`src/rtl/branch_cond_unit.sv`:
```
// Branch condition unit: counts compares in flight, latches returned comparator flags,
// and resolves one branch at a time over a valid/ready handshake once all older compares return.
module branch_cond_unit #(
  parameter int ADDR_W  = 32,
  parameter int PEND_W  = 3,
  parameter int TIMEOUT = 64
) (
  input  logic              clk,
  input  logic              rst,
  input  logic              cmp_issue,
  input  logic              flag_valid,
  input  logic              flag_equal,
  input  logic              flag_z,
  input  logic              flag_n,
  input  logic              br_valid,
  output logic              br_ready,
  input  logic [2:0]        br_cond,
  input  logic [ADDR_W-1:0] br_target,
  output logic              res_valid,
  input  logic              res_ready,
  output logic              res_taken,
  output logic [ADDR_W-1:0] res_target,
  output logic              res_err,
  output logic              err_sticky
);

  localparam int                WCNT_W    = (TIMEOUT > 2) ? $clog2(TIMEOUT) : 1;
  localparam logic [PEND_W-1:0] PEND_MAX  = {PEND_W{1'b1}};
  localparam logic [WCNT_W-1:0] WAIT_LAST = WCNT_W'(TIMEOUT - 1);

  typedef enum logic [1:0] {S_IDLE, S_WAIT, S_RESP} state_t;

  state_t              r_state;
  state_t              w_state_next;
  logic [PEND_W-1:0]   r_pend;
  logic [PEND_W-1:0]   w_pend_next;
  logic                w_cnt_err;
  logic                r_flag_eq;
  logic                r_flag_z;
  logic                r_flag_n;
  logic [2:0]          r_cond;
  logic [ADDR_W-1:0]   r_target;
  logic [WCNT_W-1:0]   r_wait;
  logic                r_res_valid;
  logic                r_res_taken;
  logic                r_res_err;
  logic                r_err_sticky;
  logic                w_accept;
  logic                w_resolve;
  logic                w_timeout;
  logic                w_cond_met;

  assign br_ready   = (r_state == S_IDLE);
  assign w_accept   = br_valid && (r_state == S_IDLE);
  assign res_valid  = r_res_valid;
  assign res_taken  = r_res_taken;
  assign res_target = r_target;
  assign res_err    = r_res_err;
  assign err_sticky = r_err_sticky;

  // Simultaneous issue and return cancel; underflow and overflow hold the count and flag an error.
  always_comb begin
    w_pend_next = r_pend;
    w_cnt_err   = 1'b0;
    if (cmp_issue && !flag_valid) begin
      if (r_pend == PEND_MAX) w_cnt_err = 1'b1;
      else                    w_pend_next = r_pend + 1'b1;
    end else if (flag_valid && !cmp_issue) begin
      if (r_pend == '0) w_cnt_err = 1'b1;
      else              w_pend_next = r_pend - 1'b1;
    end
  end

  always_comb begin
    w_cond_met = 1'b0;
    case (r_cond)
      3'b000:  w_cond_met = 1'b1;
      3'b001:  w_cond_met = r_flag_eq;
      3'b010:  w_cond_met = !r_flag_eq;
      3'b011:  w_cond_met = r_flag_z;
      3'b100:  w_cond_met = !r_flag_z;
      3'b101:  w_cond_met = r_flag_n;
      3'b110:  w_cond_met = !r_flag_n;
      default: w_cond_met = 1'b0;
    endcase
  end

  always_comb begin
    w_state_next = r_state;
    w_resolve    = 1'b0;
    w_timeout    = 1'b0;
    case (r_state)
      S_IDLE: if (br_valid) w_state_next = S_WAIT;
      S_WAIT: begin
        // Registered count covers compares issued after the accept as well.
        if (r_pend == '0) begin
          w_state_next = S_RESP;
          w_resolve    = 1'b1;
        end else if (r_wait == WAIT_LAST) begin
          w_state_next = S_RESP;
          w_timeout    = 1'b1;
        end
      end
      S_RESP: if (res_ready) w_state_next = S_IDLE;
      default: w_state_next = S_IDLE;
    endcase
  end

  always_ff @(posedge clk or posedge rst) begin
    if (rst) begin
      r_state      <= S_IDLE;
      r_pend       <= '0;
      r_flag_eq    <= 1'b0;
      r_flag_z     <= 1'b0;
      r_flag_n     <= 1'b0;
      r_cond       <= 3'b000;
      r_target     <= '0;
      r_wait       <= '0;
      r_res_valid  <= 1'b0;
      r_res_taken  <= 1'b0;
      r_res_err    <= 1'b0;
      r_err_sticky <= 1'b0;
    end else begin
      r_state <= w_state_next;
      r_pend  <= w_pend_next;
      if (w_cnt_err) r_err_sticky <= 1'b1;
      if (flag_valid) begin
        r_flag_eq <= flag_equal;
        r_flag_z  <= flag_z;
        r_flag_n  <= flag_n;
      end
      if (w_accept) begin
        r_cond      <= br_cond;
        r_target    <= br_target;
        r_wait      <= '0;
        r_res_taken <= 1'b0;
        r_res_err   <= 1'b0;
      end
      if (r_state == S_WAIT) r_wait <= r_wait + 1'b1;
      if (w_resolve) begin
        r_res_valid <= 1'b1;
        r_res_taken <= w_cond_met;
      end
      if (w_timeout) begin
        r_res_valid <= 1'b1;
        r_res_taken <= 1'b0;
        r_res_err   <= 1'b1;
      end
      if ((r_state == S_RESP) && res_ready) r_res_valid <= 1'b0;
    end
  end

endmodule
```
`config.mk`:
```
export PLATFORM = sky130hd
export DESIGN_NAME = branch_cond_unit
export DESIGN_NICKNAME = d
export VERILOG_FILES = /design/src/rtl/branch_cond_unit.sv
export SDC_FILE = /design/constraint.sdc
export NUM_CORES = 1
export LEC_CHECK = 0
export ABC_CLOCK_PERIOD_IN_PS = 3000
export BUFFER_PORTS_ARGS = -buffer_cell sky130_fd_sc_hd__clkbuf_2
export CORE_MARGIN = 3
export CORE_UTILIZATION = 45
export DETAILED_ROUTE_END_ITERATION = 8
export PLACE_DENSITY_LB_ADDON = 0.2
export RECOVER_POWER = 25
export SETUP_SLACK_MARGIN = 0.05
export SLEW_MARGIN = 10
export SYNTH_ARGS = -nofsm -noshare
export SYNTH_HDL_FRONTEND = slang
export SYNTH_SLANG_ARGS = --single-unit
```
`constraint.sdc`:
```
create_clock -name clk -period 3 [get_ports clk]
set_input_delay 0.3 -clock clk [delete_from_list [all_inputs] [get_ports clk]]
set_output_delay 0.3 -clock clk [all_outputs]
set_load 0.02 [all_outputs]
```
==> flow_metrics.py <==
metrics = {
    "routing": {
        "drt-wirelength-per-cell_um": 12.0,
        "route.antenna.remaining_nets": 0,
        "count_of_routing_violations_after_the_opening_detailed_route_iteration": 53,
        "drt_pre_antenna_iters": 4,
        "num_vias": 1893,
        "remaining_drc_errors": 0,
        "route.final.wire_length_um": 4770,
        "detail_route.vias_per_cell": 4.76,
    },
    "power_and_ir_drop": {
        "power_per_cell_area_nw_per_um2": 1020,
        "total_power_mw": 2.93,
        "peakVddDrop_uv": 554,
        "static_power_due_to_leakage_nw": 1.53,
    },
    "grt": {
        "globalRouteTotalUtil_pct": 16.6,
        "antenna_violations_before_repair": 0,
        "global_route.overflow_total": 0,
        "grt_start_max_net_pins": 38,
        "grt_pass1_vias": 1756,
        "global_route_wire_length_before_repair_um": 7940,
    },
    "finish": {
        "final_net_count": 378,
        "final_layout_size_suffix_gt1_share_pct": 26.0,
        "final_cell_count_no_fill": 398,
        "filler_cell_count": 450,
        "diodes": 0,
        "final_design_area_no_fill_um2": 2870,
        "synthToLayoutAreaGrowth_pct": 24.5,
    },
    "placed_design": {
        "routabilityCongestion": 0.750,
        "port_buffers": 80,
        "placement.cell_area_um2": 2760,
        "hpwl_detailed_um": 3480,
        "dp.cells": 389,
    },
    "sta": {
        "final-hold-violation-count": 0,
        "setup_viols_final": 0,
        "slew_headroom_pct": 54.8,
        "finalClockSkew_ns": 0.00422,
        "slew_viol_final": 0,
        "layout_min_cycle_time_ns": 1.67,
        "tns_ns": 0,
        "maxClockFrequency_ghz": 0.598,
        "worstMarginPinSlew_ns": 0.676,
        "rsz0062_at_grt": "false",
        "timing.final.crit_share_pct": 55.7,
        "worst_hold_check_slack_ns": 0.179,
    },
    "floorplan": {
        "placementRows": 25,
        "fp.coreArea_um2": 4850,
        "effective_utilization_at_floorplan_pct": 47.6,
        "boundaryPins": 81,
        "fp.dieW_um": 77.6,
        "chipHeight_um": 77.6,
        "die_area_um2": 6020,
    },
    "synth": {
        "synth.most_common_cell": "sky130_fd_sc_hd__nand2_1",
        "netlist_instances": 250,
        "ys_async_sr_fraction_pct": 100,
        "synth_seq_area_share_pct": 57.5,
        "syn_std_cell_area_um2": 2310,
        "synth.yosys.warnings": 0,
        "synth_cell_types": 37,
        "synth_fp_nets": 298,
        "netlist.area_leader.share_pct": 57.5,
        "cell_type_contributing_the_most_total_cell_area_after_synthesis": "sky130_fd_sc_hd__dfrtp_1",
        "synth-edff-count": 0,
        "synth.ff_latch_count": 53,
        "synth_area_leaders": "sky130_fd_sc_hd__dfrtp_1, sky130_fd_sc_hd__nand2_1, sky130_fd_sc_hd__o21ai_0",
        "avgSynthCellArea_um2": 9.23,
        "synth.top_cells.by_count": "sky130_fd_sc_hd__nand2_1, sky130_fd_sc_hd__dfrtp_1, sky130_fd_sc_hd__nor2_1",
        "postSynth.topFlopCell": "sky130_fd_sc_hd__dfrtp_1",
    },
    "clock_tree": {
        "cts_root_buffer": "sky130_fd_sc_hd__clkbuf_8",
        "cts-root-to-sink-buffers": 2,
        "cts_hold_buffers": 1,
        "clock_net_sink_count": 53,
        "cts.htree.levels": 2,
        "cts-resized-gates": 0,
        "clk_transition_reported_paths_ns": 0.09,
        "post_cts_setup_bufs": 0,
        "numCtsBuffers": 5,
        "worst_skew_pair.late_latency_ns": 0.30,
        "cts_tree": "built",
    },
    "critical_path": {
        "critical_path_peak_fanout": 9,
        "worst-endpoint-required_ns": 3.20,
        "setup.worst_path.class": "reg2reg",
        "cp.arrival_ns": 1.87,
        "start_kind": "register",
        "endpoint_kind_of_the_worst_setup_timing_path": "register",
    },
    "outcome": {
        "result_of_the_run": "finished, final reports clean",
    },
    "run": {
        "maxCapViolCount": 0,
    },
    "worst_hold_path": {
        "worstHoldPathType": "in2reg",
    },
}
-- cells in the final DEF, fill, tap and decap left out, drive strengths merged, types with 2 or more instances in the layout --
master and count:
o22ai 3, mux2i 2, o21ai 12, nand4 2
clkbuf 86, nor2 10, nand2b 2, a32o 2
dfrtp 53, buf 3, inv 8, mux2 3
ha 3, a211oi 3, a21oi 5, o211ai 2
or3 2, nand2 114
-- critical path: stages, from the launching register on --
cell and delay, ns:
sky130_fd_sc_hd__dfrtp_1 0.48, sky130_fd_sc_hd__nor2b_1 0.52, sky130_fd_sc_hd__o21ai_1 0.24, sky130_fd_sc_hd__a32o_2 0.32
-- cell type report --
cell class / count / area, um2 / share of cell area (%)
timing repair buffer: 84 / 413 / 14.4
sequential: 53 / 1330 / 46.2
tap: 67 / 83.8 / 2.92
multi-input combinational: 178 / 898 / 31.3
inverter: 8 / 30.0 / 1.05
clock inverter: 2 / 37.5 / 1.31
clock buffer: 6 / 82.6 / 2.88
-- cells by family (layout without fill, tap and decap cells) --
kind of cell    after synthesis  after routing  synth area share (%)
mux                           5              5                  2.33
fa+ha+maj                     4              4                  2.49
compound gates               33             33                  9.71
flops                        53             53                  57.5
buf+inv                      19            100                  3.85
simple gates                136            136                  24.1
-- state kept, by name, indices dropped and copies added (netlist names) --
name / cells
r_state: 2
err_sticky: 1
res_taken: 1
r_flag_eq: 1
r_flag_n: 1
res_target: 32
res_err: 1
r_cond: 3
r_pend: 3
res_valid: 1
r_wait: 6
r_flag_z: 1
-- layer usage --
| layer | track usage, % | part of all wire (%) | vias to the layer above |
|---|---|---|---|
| li1 | - | - | 970 |
| met3 | 5.10 | 5.4 | 5 |
| met4 | 5.87 | 1.2 | 0 |
| met1 | 21.9 | 47 | 870 |
| met2 | 25.8 | 46 | 48 |
| met5 | 0 | 0 | - |
-- metrics by stage --
stage               worst slack [ns]  utilization, %
global route                    1.12            59.2
global placement                1.19            57.0
floorplan                       1.34               -
detailed placement              1.14            57.0
finish                          1.33            59.2
CTS                             1.27            59.6
-- report_power, final --
group          switching [mW]  internal (mW)
Clock                   0.229          0.271
Combinational           0.795          0.423
Sequential              0.209          0.999
Total                    1.23           1.69
-- path summary, 6_finish.rpt --
check / startpoint / to / slack [ns] / cells past startpoint
hold reg to reg: res_target[25] / res_target[25] / 0.48 / 2
min in group asynchronous: rst / res_target[2] / 0.61 / 3
setup reg to reg: r_state[0] / res_taken / 1.33 / 3
setup / recovery: r_state[0] / res_taken / 1.33 / 3
hold / removal: br_target[11] / res_target[11] / 0.18 / 3
max in group asynchronous: rst / r_pend[1] / 1.48 / 4
Note: power is estimated with default switching activity, not from simulation.
